===== config.mk =====
export PLATFORM = sky130hd
export DESIGN_NAME = ysyx_23060201_idu_stage
export DESIGN_NICKNAME = d
export VERILOG_FILES = /design/src/rtl/ysyx_23060201_idu_stage.sv
export SDC_FILE = /design/constraint.sdc
export NUM_CORES = 1
export LEC_CHECK = 0
export ABC_AREA = 1
export BUFFER_PORTS_ARGS = -buffer_cell sky130_fd_sc_hd__buf_4
export CORE_ASPECT_RATIO = 0.5
export CORE_MARGIN = 3
export CORE_UTILIZATION = 45
export DETAILED_ROUTE_END_ITERATION = 8
export HOLD_SLACK_MARGIN = 0.15
export RECOVER_POWER = 100
export SYNTH_ARGS = -nofsm -noshare
export SYNTH_HDL_FRONTEND = slang
export SYNTH_SLANG_ARGS = --single-unit

===== constraint.sdc =====
create_clock -name clk -period 9.2 [get_ports clk]
set_input_delay 1.38 -clock clk [delete_from_list [all_inputs] [get_ports clk]]
set_output_delay 1.38 -clock clk [all_outputs]
set_load 0.03 [all_outputs]

===== src/rtl/ysyx_23060201_idu_stage.sv =====
// rtl/ysyx_23060201_idu_stage.sv - buffered RV32/RV64 instruction-decode stage
// Decodes on the input side and queues decoded entries in an in-order FIFO.
module ysyx_23060201_idu_stage #(
    parameter int XLEN  = 32,
    parameter int DEPTH = 4,
    parameter int CW    = $clog2(DEPTH) + 1
) (
    input  logic            clk,
    input  logic            rst_n,
    input  logic            flush,
    input  logic            in_valid,
    output logic            in_ready,
    input  logic [31:0]     in_inst,
    input  logic [XLEN-1:0] in_pc,
    output logic            out_valid,
    input  logic            out_ready,
    output logic [XLEN-1:0] out_pc,
    output logic [31:0]     out_inst,
    output logic [XLEN-1:0] out_imm,
    output logic [6:0]      out_op,
    output logic [4:0]      out_rd,
    output logic [4:0]      out_rs1,
    output logic [4:0]      out_rs2,
    output logic [2:0]      out_func3,
    output logic [6:0]      out_func7,
    output logic [1:0]      out_ren,
    output logic            out_wen,
    output logic            out_illegal,
    output logic            out_trap,
    output logic [CW-1:0]   count
);
    localparam int AW = $clog2(DEPTH);
    localparam logic [CW-1:0] FULL = CW'(DEPTH);

    typedef struct packed {
        logic [XLEN-1:0] pc;
        logic [31:0]     inst;
        logic [XLEN-1:0] imm;
        logic [2:0]      func3;
        logic [1:0]      ren;
        logic            wen;
        logic            illegal;
        logic            trap;
    } entry_t;

    entry_t          r_mem [DEPTH];
    logic [AW-1:0]   r_wptr;
    logic [AW-1:0]   r_rptr;
    logic [CW-1:0]   r_count;

    entry_t          w_dec;
    entry_t          w_head;
    logic            w_wen_raw;
    logic            w_push;
    logic            w_pop;
    logic [6:0]      w_op;

    assign w_op = in_inst[6:0];

    always_comb begin
        w_dec         = '0;
        w_wen_raw     = 1'b0;
        w_dec.pc      = in_pc;
        w_dec.inst    = in_inst;
        w_dec.trap    = (in_inst == 32'h0010_0073);
        w_dec.func3   = in_inst[14:12];
        case (w_op)
            7'b0110011: begin w_dec.ren = 2'b11; w_wen_raw = 1'b1; end
            7'b0010011,
            7'b0000011,
            7'b1100111: begin
                w_dec.ren = 2'b01; w_wen_raw = 1'b1;
                w_dec.imm = XLEN'($signed(in_inst[31:20]));
            end
            7'b0100011: begin
                w_dec.ren = 2'b11;
                w_dec.imm = XLEN'($signed({in_inst[31:25], in_inst[11:7]}));
            end
            7'b1100011: begin
                w_dec.ren = 2'b11;
                w_dec.imm = XLEN'($signed({in_inst[31], in_inst[7], in_inst[30:25],
                                           in_inst[11:8], 1'b0}));
            end
            7'b0110111,
            7'b0010111: begin
                w_wen_raw = 1'b1;
                w_dec.imm = XLEN'($signed({in_inst[31:12], 12'b0}));
            end
            7'b1101111: begin
                w_wen_raw = 1'b1;
                w_dec.imm = XLEN'($signed({in_inst[31], in_inst[19:12], in_inst[20],
                                           in_inst[30:21], 1'b0}));
            end
            7'b1110011: w_dec.imm = XLEN'($signed(in_inst[31:20]));
            // Word-sized RV64 ops fall through to illegal on RV32 builds
            7'b0011011: begin
                if (XLEN == 64) begin
                    w_dec.ren = 2'b01; w_wen_raw = 1'b1;
                    w_dec.imm = XLEN'($signed(in_inst[31:20]));
                end else begin
                    w_dec.illegal = 1'b1;
                end
            end
            7'b0111011: begin
                if (XLEN == 64) begin
                    w_dec.ren = 2'b11; w_wen_raw = 1'b1;
                end else begin
                    w_dec.illegal = 1'b1;
                end
            end
            default: w_dec.illegal = 1'b1;
        endcase
        w_dec.wen = w_wen_raw && (in_inst[11:7] != 5'd0);
        if (w_op == 7'b0010111 || w_op == 7'b1101111) begin
            w_dec.func3 = 3'b000;
        end
    end

    assign in_ready  = (r_count < FULL) && !flush;
    assign out_valid = (r_count != '0);
    assign w_push    = in_valid && in_ready;
    assign w_pop     = out_valid && out_ready && !flush;
    assign count     = r_count;

    always_ff @(posedge clk) begin
        if (w_push) begin
            r_mem[r_wptr] <= w_dec;
        end
    end

    always_ff @(posedge clk or negedge rst_n) begin
        if (!rst_n) begin
            r_wptr  <= '0;
            r_rptr  <= '0;
            r_count <= '0;
        end else if (flush) begin
            r_wptr  <= '0;
            r_rptr  <= '0;
            r_count <= '0;
        end else begin
            if (w_push) r_wptr <= r_wptr + AW'(1);
            if (w_pop)  r_rptr <= r_rptr + AW'(1);
            case ({w_push, w_pop})
                2'b10:   r_count <= r_count + CW'(1);
                2'b01:   r_count <= r_count - CW'(1);
                default: r_count <= r_count;
            endcase
        end
    end

    always_comb begin
        w_head = '0;
        if (out_valid) begin
            w_head = r_mem[r_rptr];
        end
    end

    assign out_pc      = w_head.pc;
    assign out_inst    = w_head.inst;
    assign out_imm     = w_head.imm;
    assign out_op      = w_head.inst[6:0];
    assign out_rd      = w_head.inst[11:7];
    assign out_rs1     = w_head.inst[19:15];
    assign out_rs2     = w_head.inst[24:20];
    assign out_func3   = w_head.func3;
    assign out_func7   = w_head.inst[31:25];
    assign out_ren     = w_head.ren;
    assign out_wen     = w_head.wen;
    assign out_illegal = w_head.illegal;
    assign out_trap    = w_head.trap;
endmodule


==> results of run 1 <==
report_power, final:
group / internal (mW) / switching, mW
registers: 2.16 / 0.0203
logic: 0.0919 / 0.366
clock network: 0.836 / 0.669
per-layer routing:
metal	part of all wire, %	global-route usage, %	vias to the layer above
li1	-	-	5471
met1	43	27.7	5857
met2	50	36.1	328
met3	5.1	3.27	62
met4	2.1	5.85	0
met5	0	0	-
kinds of logic (layout without fill, tap and decap cells):
kind of cell,after synthesis,in the layout,share of synthesized area [%]
and+or+nand+nor,583,583,13.5
DFF,423,423,72.6
AOI/OAI and AO/OA,324,324,9.36
buffers and inverters,148,314,4.11
adders and majority gates,5,5,0.402
other,0,3,0
how the worst max path moves through the flow:
| stage | slack (ns) | depth (start not counted) | start | to |
|---|---|---|---|---|
| after floorplan | 2.14 | 3 | flush | r_mem[0][0] |
| after global placement | 4.51 | 7 | r_rptr[0] | out_rs1[3] |
| after detailed placement | 4.44 | 7 | r_rptr[0] | out_inst[18] |
| after CTS | 3.86 | 7 | r_rptr[0] | out_inst[18] |
| after global routing | 1.80 | 6 | r_rptr[1] | out_func7[1] |
| final | 2.21 | 6 | r_rptr[1] | out_inst[20] |
cells in the final DEF (no fill, tap or decap), types with 9 or more instances in the layout:
master     count
nand4_1       22
nand2_1       74
buf_4         24
nand3_1       33
clkinv_1       9
nor2_1       439
a21oi_1      108
o21ai_0      210
clkbuf_1     204
edfxtp_1     416
inv_1         21
clkbuf_16     41
through the flow:
stage	power (mW)	instance area [um2]
after global routing	4.31	19600
after detailed placement	2.75	19200
after global placement	2.74	19200
after CTS	4.24	20300
final	4.15	19600
after floorplan	2.55	17500
worst max-delay path, delay by kind of cell, from the launching register on:
family	cells	cell delay (ns)
and+or+nand+nor	1	0.19
AOI/OAI and AO/OA	2	0.44
buffers and inverters	3	3.14
DFF	1	1.24
layout make-up:
cell class / instances / share of cell area, %
Clock buffer: 50 / 5.42
Antenna cell: 3 / 0.0384
Clock inverter: 13 / 0.435
Multi-Input combinational cell: 912 / 20.7
Tap cell: 520 / 3.32
Sequential cell: 423 / 64.7
Timing Repair Buffer: 221 / 4.71
Inverter: 30 / 0.601
flip-flops by register name, indices dropped and copies added (netlist names):
register / flops
r_wptr: 2
r_rptr: 2
count: 3
r_mem: 416
==> metrics.txt, run 1 <==
failing checks capacitance limit, slew limit; final hold viol count 0; leakage 6.64 nW; Skew-Pair Late Insertion Delay 0.54 ns; Reg2Reg Depth 5; flop-to-flop setup slack 3.20 ns; Mapped Avg Cell Area 11.8 um2; clock tree buffer depth 3; postcts setup bufs 0; Resized cells post-CTS 0; via-per-instance ratio 5.40; final net count 1701; CTS tree done; initial core utilization 46.2%; worst flop-to-flop path startpoint count[2]; Total GRT Usage 20.9%; number of synthesized register bits 423; Max H-tree Level 2; Post-synth top cells nor2_1, edfxtp_1, o21ai_0, a21oi_1, nand2_1; Core ar. 0.0378 mm2; Final Skew 0.0136 ns; GRT Residual Overflow 0; WL final 44200 um; Worst Hold Path EP r_wptr[1]; Max FO, Critical Path 72; RSZ-0062 raised after global routing no; Least-Margin Pin Slew 3.09 ns; I/O pin total 207; outcome finished with violations; filler cell count in the final layout 3382; Final Max Slew Viols 412; Hold Crit Class register to register; top cells by area, synth edfxtp_1, nor2_1, o21ai_0; fmax 143 MHz; Synthesized Nets 1557; critical path arrival 5.61 ns; FF+latch area 0.0127 mm2; largest net degree at the start of global routing 76; share of cells above drive strength 1 5.40%; HP Start r_wptr[1]; crit-path cells clkinvlp_2 -> buf_4 -> nor2_1 -> o21ai_0 -> a21oi_1 -> clkbuf_1; Final Cycle Share 76.0%; Worst Hold Slack 0.569 ns; worst endpoint required time 7.82 ns; DRC Markers 0; cell count after synthesis 1483; top-count cell post-synth nor2_1; pwr/cell area 212 mW/mm2; Placed Cells 2106; Main synth FF type edfxtp_1; DRT Pass-1 Iters 6; Post-CTS Hold Buffers 0; post-synth cell types 27; Die H 145 um; MaxCap Viol Count 9; worst setup margin 2.21 ns; num rows 50; sequential-to-total area share from yosys stat 72.6%; PortBufs 206; DR vias 11700; first-pass GRT wire length 67100 um; final antenna-violating net count 0; reg2reg end r_mem[1][35]; vias in the first global route 11500; Slew headroom -106%; GP Congestion 0.817; DR WL/cell 20.3 um; startpoint types register; top cell type's share of synthesized area 71.6%; clock buffer count from CTS 39; setup_tns 0 ns; Synth area leader edfxtp_1; root buf cell clkbuf_16; Post-synth ARST share 1.65%; clk sink count 423; initial antenna violation count 3; Crit-path slowest cell clkinvlp_2; die width 284 um; CP peak stage delay 1.84 ns; min cycle time layout 6.99 ns; Layout Utilization 51.8%; crit path kind register to primary output; Post-synth EDFFs 416; worst slack, placed 4.44 ns; clk slew on worst S/H paths 0.06 ns; VDD IR-drop max 0.000105 V; Yosys Warn Count 0; Setup Viol. Count Final 0; Area Overhead vs Synth 12.1%; Cells on Worst Hold Path 1; Non-Filler Instances 2172; Netlist Area Pre-Place 0.0175 mm2; Post-DP HPWL 25500 um; CP Capture Type primary output; DRT iter0 DRCs 1246; die area 0.0413 mm2; Multi-input gate area 0.00406 mm2
Power figures use the tool's default switching activity.
==> run 2, diff against run 1 <==
Clock period 9.2 ns to 6.75 ns, I/O delays scaled along.
==> run 2 against run 1 <==
The flow still finishes with violations (capacitance limit, slew limit). Worst setup slack worse by 0.91 ns. Total power up 39%. Routed wire length is 1.9% lower. Non-clock buffer count is 3 lower. Largest cell class unchanged. First-iteration DRC count decreased by 21%. Sequential cell count is the same. Hold slack worse by 0.18 ns. Die area stayed put.
==> metrics.txt, run 2 (synthesis gave the netlist of run 1 again) <==
Placed Area 0.0192 mm2; DRT iter0 DRCs 986; Final Skew 0.0115 ns; vias in the first global route 11300; outcome finished with violations; initial core utilization 46.2%; CP peak stage delay 1.62 ns; DR WL/cell 19.9 um; DRC Markers 0; Least-Margin Pin Slew 3.06 ns; Setup Viol. Count Final 0; via-per-instance ratio 5.36; clock tree buffer depth 3; final net count 1698; Final Max Slew Viols 410; I/O pin total 207; CTS tree done; num rows 50; worst endpoint required time 5.74 ns; Final Cycle Share 80.8%; clk slew on worst S/H paths 0.06 ns; largest net degree at the start of global routing 109; initial antenna violation count 2; Post-DP HPWL 24500 um; final instance area 0.0196 mm2; most frequent cells in the layout nor2_1, edfxtp_1, o21ai_0, clkbuf_1, a21oi_1; Hold Crit Class input port to asynchronous set/reset pin; VDD IR-drop max 0.000126 V; DRT Pass-1 Iters 5; commonest non-fill, non-tap cell in the layout nor2_1; crit-path cells inv_4 -> buf_4 -> o21ai_0 -> a21oi_1 -> clkbuf_1; failing checks capacitance limit, slew limit; Crit-path slowest cell dfrtp_1; Skew-Pair Late Insertion Delay 0.53 ns; Worst Hold Slack 0.384 ns; worst flop-to-flop path startpoint count[2]; DR vias 11600; pwr/cell area 294 mW/mm2; Layout Utilization 51.9%; first-pass GRT wire length 66200 um; CP Capture Type primary output; final antenna-violating net count 0; die width 284 um; Die H 145 um; postcts setup bufs 0; Core ar. 0.0378 mm2; GRT Residual Overflow 0; critical path arrival 4.44 ns; clk sink count 423; filler cell count in the final layout 3414; Max FO, Critical Path 108; PortBufs 206; root buf cell clkbuf_16; final hold viol count 0; WL final 43300 um; reg2reg end r_mem[3][85]; Total Power 5.76 mW; min cycle time layout 5.45 ns; Area Overhead vs Synth 12.3%; Largest Register r_mem; Largest register FFs 416; Slew headroom -104%; Max H-tree Level 2; MaxCap Viol Count 6; leakage 6.66 nW; GP Congestion 0.857; RSZ-0062 raised after global routing no; Resized cells post-CTS 0; fmax 183 MHz; flop-to-flop setup slack 1.52 ns; startpoint types register; setup_tns 0 ns; Total GRT Usage 20.5%; die area 0.0413 mm2; Reg2Reg Depth 4; Post-CTS Hold Buffers 0; clock buffer count from CTS 39; origin of the worst setup path r_rptr[0]; crit path kind register to primary output; share of cells above drive strength 1 5.51%
## run 2: critical path: cells and delay by family, from the launching register on
kind / cells / cell delay (ns)
DFF: 1 / 1.62
buffers and inverters: 3 / 1.73
AOI/OAI and AO/OA: 2 / 0.42
## run 2: metal layers
layer	vias up	part of all wire [%]	GRT usage, %
li1	5482	-	-
met1	5757	42	27.2
met2	338	50	35.3
met3	70	5.6	3.30
met4	0	2.3	5.85
met5	-	0	0
## run 2: worst max-delay path by stage
stage | endpoint | slack, ns | cells after the start
6_report | out_imm[25] | 1.30 | 5
5_1_grt | r_mem[3][70] | 0.91 | 5
3_3_place_gp | out_imm[12] | 2.49 | 6
4_1_cts | out_imm[22] | 1.91 | 6
3_5_place_dp | out_imm[22] | 2.50 | 6
2_1_floorplan | r_mem[0][0] | 0.06 | 3
## run 2: area by class of cell
| cell class | instances | area (um2) | area share (%) |
|---|---|---|---|
| Sequential cell | 423 | 12700 | 64.6 |
| Antenna cell | 1 | 2.50 | 0.0128 |
| Multi-Input combinational cell | 912 | 4040 | 20.6 |
| Clock inverter | 24 | 194 | 0.989 |
| Inverter | 30 | 118 | 0.600 |
| Tap cell | 520 | 651 | 3.32 |
| Timing Repair Buffer | 218 | 883 | 4.51 |
| Clock buffer | 46 | 1040 | 5.33 |
## run 2: power breakdown
part,switching (mW),internal [mW]
logic,0.497,0.123
registers,0.0258,2.95
clock network,0.939,1.22
total,1.46,4.30
## run 2: per-stage QoR
stage / worst slack [ns] / cells
after floorplan: 0.0620 / 1483
after global placement: 2.49 / 2103
after detailed placement: 2.50 / 2103
after CTS: 1.91 / 2173
after global routing: 0.911 / 2174
final: 1.30 / 2174
